[src/rtl/sdram_pattern_tester.sv]
// sdram_pattern_tester
// Self-checking test-pattern engine for the SDRAM frame-buffer controller host
// FIFO ports. One run does four things: reload both FIFO address pointers,
// write LENGTH pattern words, let the write path drain, then read the words
// back and compare them with a regenerated copy of the pattern.
//
// Ports
//   REF_CLK, RESET           : clock; synchronous active-high reset
//   START, MODE, SEED, LENGTH: run request; MODE/SEED/LENGTH sampled with START
//   WR_DATA/WR_EN/WR_FULL    : write-FIFO push interface
//   WR_LOAD, RD_LOAD         : FIFO address pointer reloads
//   RD_EN/RD_DATA/RD_EMPTY   : read-FIFO pop interface (RD_DATA valid RD_LAT
//                              cycles after RD_EN)
//   BUSY, DONE, PASS         : run status; DONE/PASS held until the next START
//   ERR_COUNT                : saturating mismatch count
//   FIRST_ERR_IDX/_DATA      : word index and read data of the first mismatch
//
// Build option: define PATTERN_LFSR_EN to build the Galois LFSR pattern
// (MODE 2). Without it, MODE 2 produces the incrementing pattern of MODE 0.
module sdram_pattern_tester #(
  parameter int                DATA_W       = 16,
  parameter int                CNT_W        = 9,
  parameter int                RD_LAT       = 1,
  parameter int                LOAD_CYCLES  = 2,
  parameter int                DRAIN_CYCLES = 64,
  parameter logic [DATA_W-1:0] LFSR_TAPS    = DATA_W'(16'hB400)
) (
  input  logic              REF_CLK,
  input  logic              RESET,
  input  logic              START,
  input  logic [1:0]        MODE,
  input  logic [DATA_W-1:0] SEED,
  input  logic [CNT_W-1:0]  LENGTH,
  output logic [DATA_W-1:0] WR_DATA,
  output logic              WR_EN,
  input  logic              WR_FULL,
  output logic              WR_LOAD,
  output logic              RD_EN,
  input  logic [DATA_W-1:0] RD_DATA,
  input  logic              RD_EMPTY,
  output logic              RD_LOAD,
  output logic              BUSY,
  output logic              DONE,
  output logic              PASS,
  output logic [CNT_W-1:0]  ERR_COUNT,
  output logic [CNT_W-1:0]  FIRST_ERR_IDX,
  output logic [DATA_W-1:0] FIRST_ERR_DATA
);

  typedef enum logic [2:0] {S_IDLE, S_LOAD, S_WRITE, S_DRAIN, S_READ, S_DONE} state_t;
  typedef enum logic [1:0] {M_INC, M_WALK, M_LFSR, M_AINV} mode_t;

  localparam int TMR_MAX = (DRAIN_CYCLES > LOAD_CYCLES) ? DRAIN_CYCLES : LOAD_CYCLES;
  localparam int TMR_W   = $clog2(TMR_MAX + 1);

  // First word of a pattern (word index 0).
  function automatic logic [DATA_W-1:0] pat_first(input mode_t mode,
                                                   input logic [DATA_W-1:0] seed);
    logic [DATA_W-1:0] w;
    case (mode)
      M_WALK:  w = DATA_W'(1);
`ifdef PATTERN_LFSR_EN
      M_LFSR:  w = (seed == '0) ? DATA_W'(1) : seed;  // all-zero state would lock up
`endif
      M_AINV:  w = '1;                                 // ~0
      default: w = seed;
    endcase
    return w;
  endfunction

  // Word i+1 from word i. AINV counts down because ~(i+1) == ~i - 1.
  function automatic logic [DATA_W-1:0] pat_next(input mode_t mode,
                                                  input logic [DATA_W-1:0] w);
    logic [DATA_W-1:0] n;
    case (mode)
      M_WALK:  n = {w[DATA_W-2:0], w[DATA_W-1]};
`ifdef PATTERN_LFSR_EN
      M_LFSR:  n = (w >> 1) ^ (w[0] ? LFSR_TAPS : '0);
`endif
      M_AINV:  n = w - DATA_W'(1);
      default: n = w + DATA_W'(1);
    endcase
    return n;
  endfunction

  state_t             state_q, state_d;
  mode_t              mode_q, mode_d;
  logic [CNT_W-1:0]   len_q, len_d;
  logic [CNT_W-1:0]   wr_idx_q, wr_idx_d;
  logic [CNT_W-1:0]   rd_issued_q, rd_issued_d;
  logic [CNT_W-1:0]   rd_checked_q, rd_checked_d;
  logic [DATA_W-1:0]  wr_word_q, wr_word_d;
  logic [DATA_W-1:0]  rd_word_q, rd_word_d;
  logic [TMR_W-1:0]   tmr_q, tmr_d;
  logic [RD_LAT-1:0]  rd_vld_q, rd_vld_d;
  logic               done_q, done_d;
  logic               pass_q, pass_d;
  logic [CNT_W-1:0]   err_q, err_d;
  logic [CNT_W-1:0]   first_idx_q, first_idx_d;
  logic [DATA_W-1:0]  first_data_q, first_data_d;
  logic               start_ok;
  logic               rd_check;

  assign start_ok = (state_q == S_IDLE) && START;
  assign rd_check = rd_vld_q[RD_LAT-1];   // read word emerging from the latency pipe

  // State register and all datapath flops.
  // NOTE: sequential state uses non-blocking assignments so every flop samples
  // pre-edge values regardless of statement order.
  always_ff @(posedge REF_CLK) begin
    if (RESET) begin
      state_q      <= S_IDLE;
      mode_q       <= M_INC;
      len_q        <= '0;
      wr_idx_q     <= '0;
      rd_issued_q  <= '0;
      rd_checked_q <= '0;
      wr_word_q    <= '0;
      rd_word_q    <= '0;
      tmr_q        <= '0;
      rd_vld_q     <= '0;
      done_q       <= 1'b0;
      pass_q       <= 1'b0;
      err_q        <= '0;
      first_idx_q  <= '0;
      first_data_q <= '0;
    end else begin
      state_q      <= state_d;
      mode_q       <= mode_d;
      len_q        <= len_d;
      wr_idx_q     <= wr_idx_d;
      rd_issued_q  <= rd_issued_d;
      rd_checked_q <= rd_checked_d;
      wr_word_q    <= wr_word_d;
      rd_word_q    <= rd_word_d;
      tmr_q        <= tmr_d;
      rd_vld_q     <= rd_vld_d;
      done_q       <= done_d;
      pass_q       <= pass_d;
      err_q        <= err_d;
      first_idx_q  <= first_idx_d;
      first_data_q <= first_data_d;
    end
  end

  // Next-state logic.
  // NOTE: every combinational output gets a default before the case, so no
  // path leaves a signal unassigned and no latch is inferred.
  always_comb begin
    state_d = state_q;
    case (state_q)
      S_IDLE:  if (START) state_d = (LENGTH == '0) ? S_DONE : S_LOAD;
      S_LOAD:  if (tmr_q == TMR_W'(LOAD_CYCLES - 1)) state_d = S_WRITE;
      S_WRITE: if (wr_idx_q == len_q) state_d = S_DRAIN;
      S_DRAIN: if (tmr_q == TMR_W'(DRAIN_CYCLES - 1)) state_d = S_READ;
      S_READ:  if (rd_checked_q == len_q) state_d = S_DONE;
      default: state_d = S_IDLE;   // S_DONE lasts one cycle; status stays in flops
    endcase
  end

  // Output logic.
  always_comb begin
    BUSY    = 1'b0;
    WR_EN   = 1'b0;
    RD_EN   = 1'b0;
    WR_LOAD = 1'b0;
    RD_LOAD = 1'b0;
    case (state_q)
      S_LOAD:  begin BUSY = 1'b1; WR_LOAD = 1'b1; RD_LOAD = 1'b1; end
      S_WRITE: begin BUSY = 1'b1; WR_EN = !WR_FULL && (wr_idx_q < len_q); end
      S_DRAIN: begin BUSY = 1'b1; RD_LOAD = 1'b1; end    // flushes stale prefetch
      S_READ:  begin BUSY = 1'b1; RD_EN = !RD_EMPTY && (rd_issued_q < len_q); end
      default: ;
    endcase
  end

  // Datapath: counters, pattern generators, compare and error capture.
  always_comb begin
    mode_d       = mode_q;
    len_d        = len_q;
    wr_idx_d     = wr_idx_q;
    rd_issued_d  = rd_issued_q;
    rd_checked_d = rd_checked_q;
    wr_word_d    = wr_word_q;
    rd_word_d    = rd_word_q;
    done_d       = done_q;
    pass_d       = pass_q;
    err_d        = err_q;
    first_idx_d  = first_idx_q;
    first_data_d = first_data_q;
    tmr_d        = ((state_d == state_q) && (state_q == S_LOAD || state_q == S_DRAIN))
                   ? tmr_q + TMR_W'(1) : '0;
    rd_vld_d     = (rd_vld_q << 1) | RD_LAT'(RD_EN);

    if (start_ok) begin
      mode_d       = mode_t'(MODE);
      len_d        = LENGTH;
      wr_idx_d     = '0;
      rd_issued_d  = '0;
      rd_checked_d = '0;
      wr_word_d    = pat_first(mode_t'(MODE), SEED);
      rd_word_d    = pat_first(mode_t'(MODE), SEED);
      rd_vld_d     = '0;
      err_d        = '0;
      first_idx_d  = '0;
      first_data_d = '0;
      done_d       = (LENGTH == '0);   // empty run completes immediately, passing
      pass_d       = (LENGTH == '0);
    end

    if (WR_EN) begin
      wr_idx_d  = wr_idx_q + CNT_W'(1);
      wr_word_d = pat_next(mode_q, wr_word_q);
    end

    if (RD_EN) rd_issued_d = rd_issued_q + CNT_W'(1);

    if (rd_check) begin
      rd_checked_d = rd_checked_q + CNT_W'(1);
      rd_word_d    = pat_next(mode_q, rd_word_q);
      if (RD_DATA != rd_word_q) begin
        if (err_q != '1) err_d = err_q + CNT_W'(1);
        if (err_q == '0) begin           // count never returns to 0, so this is the first
          first_idx_d  = rd_checked_q;
          first_data_d = RD_DATA;
        end
      end
    end

    if (state_q == S_READ && state_d == S_DONE) begin
      done_d = 1'b1;
      pass_d = (err_q == '0);
    end
  end

  assign WR_DATA        = wr_word_q;
  assign DONE           = done_q;
  assign PASS           = pass_q;
  assign ERR_COUNT      = err_q;
  assign FIRST_ERR_IDX  = first_idx_q;
  assign FIRST_ERR_DATA = first_data_q;

endmodule

[config.mk]
export PLATFORM = sky130hd
export DESIGN_NAME = sdram_pattern_tester
export DESIGN_NICKNAME = d
export VERILOG_FILES = /design/src/rtl/sdram_pattern_tester.sv
export SDC_FILE = /design/constraint.sdc
export NUM_CORES = 1
export LEC_CHECK = 0
export BUFFER_PORTS_ARGS = -buffer_cell sky130_fd_sc_hd__buf_4
export CAP_MARGIN = 10
export CELL_PAD_IN_SITES_DETAIL_PLACEMENT = 1
export CELL_PAD_IN_SITES_GLOBAL_PLACEMENT = 2
export CORE_UTILIZATION = 34
export CTS_CLUSTER_DIAMETER = 30
export DETAILED_ROUTE_END_ITERATION = 7
export HOLD_SLACK_MARGIN = 0.15
export PLACE_DENSITY_LB_ADDON = 0.1
export SLEW_MARGIN = 20
export SYNTH_ARGS = -nofsm -noshare
export SYNTH_HDL_FRONTEND = slang
export SYNTH_SLANG_ARGS = --single-unit
[constraint.sdc]
create_clock -name REF_CLK -period 3.6 [get_ports REF_CLK]
set_input_delay 0.36 -clock REF_CLK [delete_from_list [all_inputs] [get_ports REF_CLK]]
set_output_delay 0.36 -clock REF_CLK [all_outputs]
set_load 0.1 [all_outputs]
# == Word level (Yosys, flattened, before mapping) ==
# Cells that the tools add are included.
# W data, S select, Z words.
# classes
mux,37
order_cmp,2
reduce_logical,19
add_sub_neg,9
n_eq_ne,16
bitwise_logic,1
# ops
operator,count
$mux W16,7
$mux W9,12
$pmux W16 S2,3
$add A9 B1 Y9 const B,4
$add A16 B1 Y16 const B,2
$sub A16 B1 Y16 const B,2
$eq A9 B9 Y1,2
$logic_not A9 Y1,2
$lt A9 B9 Y1,2
$mux W3,6
$ne A16 B16 Y1,1
$pmux W3 S5,1
$ne A9 B9 Y1 const B,1
$mux W1,8
$reduce_bool A2 Y1,4
$add A7 B1 Y7 const B,1
$eq A7 B1 Y1 const B,1
$eq A7 B6 Y1 const B,1
$eq A3 B2 Y1 const B,2
$eq A3 B3 Y1 const B,2
$reduce_or A2 Y1,3
$logic_and A1 B1 Y1,5
$eq A2 B1 Y1 const B,2
$eq A2 B2 Y1 const B,2
other kinds (7),8
# word_totals
out_inout_bits,57
input_bits,48
ff_bits,117

# == Depth between registers and ports, before layout ==
# logic_depth
word_depth,8
ltp_mapped,13
depth_no_buf,11

# == Worst setup path after synthesis ==
# OpenSTA, ideal clock, no wires.
# synth_timing
path_kind,register -> register
start,reg len_q[1]
end,reg rd_issued_q[0]
synth_period_minus_slack_ns,3.629
t_arrival_ns,3.507
setup_slack_ns,-0.029
stages_incl_launch_ff,10
setup_time_ns,0.121
path_cell_list,dfxtp_1 inv_1 ha_1 a21o_1 a21o_1 a21oi_1 o21ai_2 a21oi_1 nor3_1 mux2_2
# synth_between
elab_chain_len,4
word_cells_on_any_way,5
classes_between,1 x order compare; 2 x mux; 2 x reduce/logical
# synth_rtl
element,line_no,rtl
from (decl),88,"logic [CNT_W-1:0] len_q, len_d;"
from (signal assigned),130,len_q <= len_d;
$lt A9 B9 Y1 *,172,S_READ: begin BUSY = 1'b1; RD_EN = !RD_EMPTY && (rd_issued_q < len_q); end
$logic_and A1 B1 Y1 *,172,
$mux W1 *,168,case (state_q)
net RD_EN,38,"output logic RD_EN,"
$mux W9 or $reduce_bool A2 Y1 (tied branches),--,
to (signal assigned),132,rd_issued_q <= rd_issued_d;
to (decl),90,"logic [CNT_W-1:0] rd_issued_q, rd_issued_d;"
# The timed path passes the listed nets; every way through them passes the cells marked *.
# A chain may end at the register's enable or synchronous reset.

# == Worst setup path in the final report ==
# layout_timing
start,reg mode_q[0]
end,"reg wr_word_q[15], in the netlist WR_DATA[15]"
# layout_between
elab_chain_len,3
word_cells_on_any_way,4
classes_between,2 x eq/ne; 2 x mux
# layout_rtl
element,line_no,rtl
from (decl),87,"mode_t mode_q, mode_d;"
from (signal assigned),129,mode_q <= mode_d;
$eq A2 B2 Y1 or $eq A2 B1 Y1 (tied branches),75,case (mode)
$pmux W16 S2 *,75,
$mux W16 *,211,if (WR_EN) begin
to (signal assigned),134,wr_word_q <= wr_word_d;
to (decl),92,"logic [DATA_W-1:0] wr_word_q, wr_word_d;"
# Every way passes the cells marked *; elsewhere a longest branch is shown, timed or not.

==> metrics.md <==
| Metric | Value |
|---|---|
| Initial antenna violation count | 0 |
| Post-CTS Setup Repair Bufs | 0 |
| Internal Pwr Total | between 0.002 and 0.003 W |
| Yosys reg bits | 117 |
| Ys flop type | dfxtp_1 |
| Routed vias | between 7000 and 8000 |
| Commonest cells in the netlist | dfxtp_1 (117), a21oi_1 (106), nand2_1 (85) |
| All-Layer GR Usage | 0.222 |
| I/O pins | between 100 and 150 |
| Gate Count Post-Synth | 940 |
| CTS tree | built |
| Synth top area cells | dfxtp_1 (31%), ha_1 (8.9%), a21oi_1 (7.1%), o21ai_0 (4.3%), nand2_1 (4.3%) |
| CP Max Fanout | 11 |
| Max-cap viol count | 0 |
| Number of flops mapped to enable cells by yosys | 0 |
| PwrDens | ~420 nW/um2 |
| Layout cell share with drive strength beyond 1 | 0.166 |
| Setup Skew | 0.0116 ns |
| Clock transition at path regs | approximately 0.060 ns |
| PortBufs | roughly 100 |
| Core box area | around 21000 um2 |
| Post-CTS sizing | 0 |
| Clock buffer depth | 2 |
| Layout area overhead | 21.3% |
| Max-slew violations | 0 |
| Global route overflow | 0 |
| Post-synthesis async set-or-reset flop share | 0 |
| Final wirelength | approximately 24 mm |
| Fmax | 316 MHz |
| Starting Density | 0.351 |
| DIE AREA | between 20000 and 25000 um2 |
| Fin util | 0.426 |
| WS Path Type | flip-flop to flip-flop |
| Remaining antenna violation count | 0 |
| Comb power frac | 0.184 |
| # clock sinks | roughly 120 |
| Vias in the first global route | approximately 7200 |
| Clk_lat worst skew | ~0.43 ns |
| RSZ-0062 raised after global routing | no |
| Final hold vios | 0 |
| Diode count | 0 |
| Outcome | finished, final reports clean |
| Placer Congestion | 0.827 |
| Nature of the critical path startpoint | flip-flop |
| Switching part of the total | 0.326 |
| Die Ht | roughly 150 um |
| Post-synth top area cell | dfxtp_1 |
| Slew margin rel. | 0.392 |
| Post-synth top area share | 0.315 |
| Dpl cells | about 1300 |
| Crit path time final | between 3 and 4 ns |
| Sw Pwr | 0.00124 W |
| Cell Rows | 53 |
| Die span in x | 150 um |
| CP arrival | ~3.5 ns |
| Post-DP HPWL | between 15 and 20 mm |
| Synthesized area | around 7400 um2 |
| First-pass GRT wire length | 38.9 mm |
| Routed len/inst | ~18 um |
| Cts bufs inserted | 17 |
| Fillers | about 2600 |
| Worst slew pin tran | approximately 0.91 ns |
| Net Count, Synth | between 1000 and 1500 |
| CP Capture Type | flip-flop |
| Post-CTS Hold Buffers | 0 |
| Seq pwr share | 0.374 |
| Syn_area_per_cell | just under 8 um2 |
| Number of H-tree levels | 4 |
| Sequential element share of the synthesized area | 0.315 |
| Post-Layout Cell Count | 1314 |
| Clock power frac | 0.442 |
| Vias per cell | around 5.5 |
| Yosys cell types | 70 |
| CTS root buffer | clkbuf_16 |
| Initial DRC Count | about 300 |
| Fin crit share | 0.880 |
| Setup TNS | 0 ns |
| Worst vdd ir | 312 uV |
| Detailed Routing Iterations Pass 1 | 4 |
| Yosys warnings | 0 |
| LEAKAGE | between 3 and 4 nW |
| Hold WC Path Type | primary input to flip-flop |
| Detailed-route DRC error count | 0 |
| Largest net degree at the start of global routing | 62 |
| Worst path required time | 3.95 ns |
| Nets | roughly 1100 |
| Most common cell in the netlist | dfxtp_1 |
| Final setup viols | 0 |
## registers in the layout (all words and copies together), names as in the netlist
signal and count:
DONE 1, ERR_COUNT 9, FIRST_ERR_DATA 16, FIRST_ERR_IDX 9, PASS 1, WR_DATA 16
len_q 9, mode_q 2, rd_check 1, rd_checked_q 9, rd_issued_q 9, rd_word_q 16
state_q 3, tmr_q 7, wr_idx_q 9
## power groups by stage
stage | clock [W] | sequential [W] | combinational (W)
2_1_floorplan | 0 | 0.00155 | 0.000379
3_3_place_gp | 0 | 0.00145 | 0.000697
3_5_place_dp | 0 | 0.00145 | 0.000701
4_1_cts | 0.00172 | 0.00142 | 0.000705
5_1_grt | 0.00179 | 0.00143 | 0.000763
6_report | 0.00168 | 0.00142 | 0.000698
## layout by cell type (no fill, tap or decap), types with 16 or more instances in the layout
cell       netlist  layout
nor2_1          67      67
buf_4            1     117
o21ai_0         64      64
xnor2_1         22      22
xor2_1          35      35
clkbuf_16        0      17
a211oi_1        21      21
o211ai_1        22      22
dfxtp_1        117     117
nand2_1         85      85
a21o_1          17      17
ha_1            53      53
nor3_1          16      16
a21oi_1        106     105
nand3_1         48      48
inv_1           43      43
## critical path, cell delays in order (launching register included)
cell and delay (ns):
dfxtp_1 0.46, nand2_1 0.11, inv_1 0.36, buf_4 0.24, ha_1 0.30, a211o_1 0.36
o31ai_4 0.34, o211ai_2 0.18, a311oi_2 0.36, xnor2_1 0.18, o21ai_2 0.06, a31oi_1 0.15
## path summary, 6_finish.rpt
check	from	to	slack (ns)	cells after the start
setup / recovery	mode_q[0]	WR_DATA[15]	0.43	11
hold reg to reg	FIRST_ERR_IDX[8]	FIRST_ERR_IDX[8]	0.47	2
setup reg to reg	mode_q[0]	WR_DATA[15]	0.43	11
hold / removal	LENGTH[6]	len_q[6]	0.19	3
## per-layer routing
metal | vias to the layer above | routed length (um) | GRT usage
met2 | 94 | 11600 | 0.375
met5 | - | 0 | 0
li1 | 3583 | - | -
met3 | 19 | 622 | 0.0351
met4 | 0 | 299 | 0.0631
met1 | 3501 | 11600 | 0.289
## layout make-up
type	count	area [um2]	share of cell area
inverters	44	170	0.0188
well taps	275	344	0.0381
multi-input cells	729	4720	0.523
clock inverters	13	123	0.0136
flip-flops and latches	117	2340	0.259
repair buffers	117	878	0.0972
clock buffers	19	453	0.0501
## cell families after synthesis
kind of cell	share of synthesized area
AND/OR/NAND/NOR	0.206
AO/OA/AOI/OAI	0.253
XOR/XNOR	0.0671
buffers and inverters	0.0529
adder cells (fa/ha/maj)	0.0945
flip-flops	0.315
multiplexers	0.0111
## stage by stage
step / hold WS (ns) / power (W) / cell area, um2 / worst slack (ns)
3_3_place_gp: 0.447 / 0.00215 / 8460 / 0.514
3_5_place_dp: 0.462 / 0.00215 / 8460 / 0.422
4_1_cts: 0.177 / 0.00385 / 9030 / 0.403
2_1_floorplan: 0.430 / 0.00193 / 7450 / 0.537
5_1_grt: 0.186 / 0.00398 / 9030 / 0.0623
6_report: 0.191 / 0.00380 / 9030 / 0.431
Note: power is estimated with default switching activity, not from simulation.
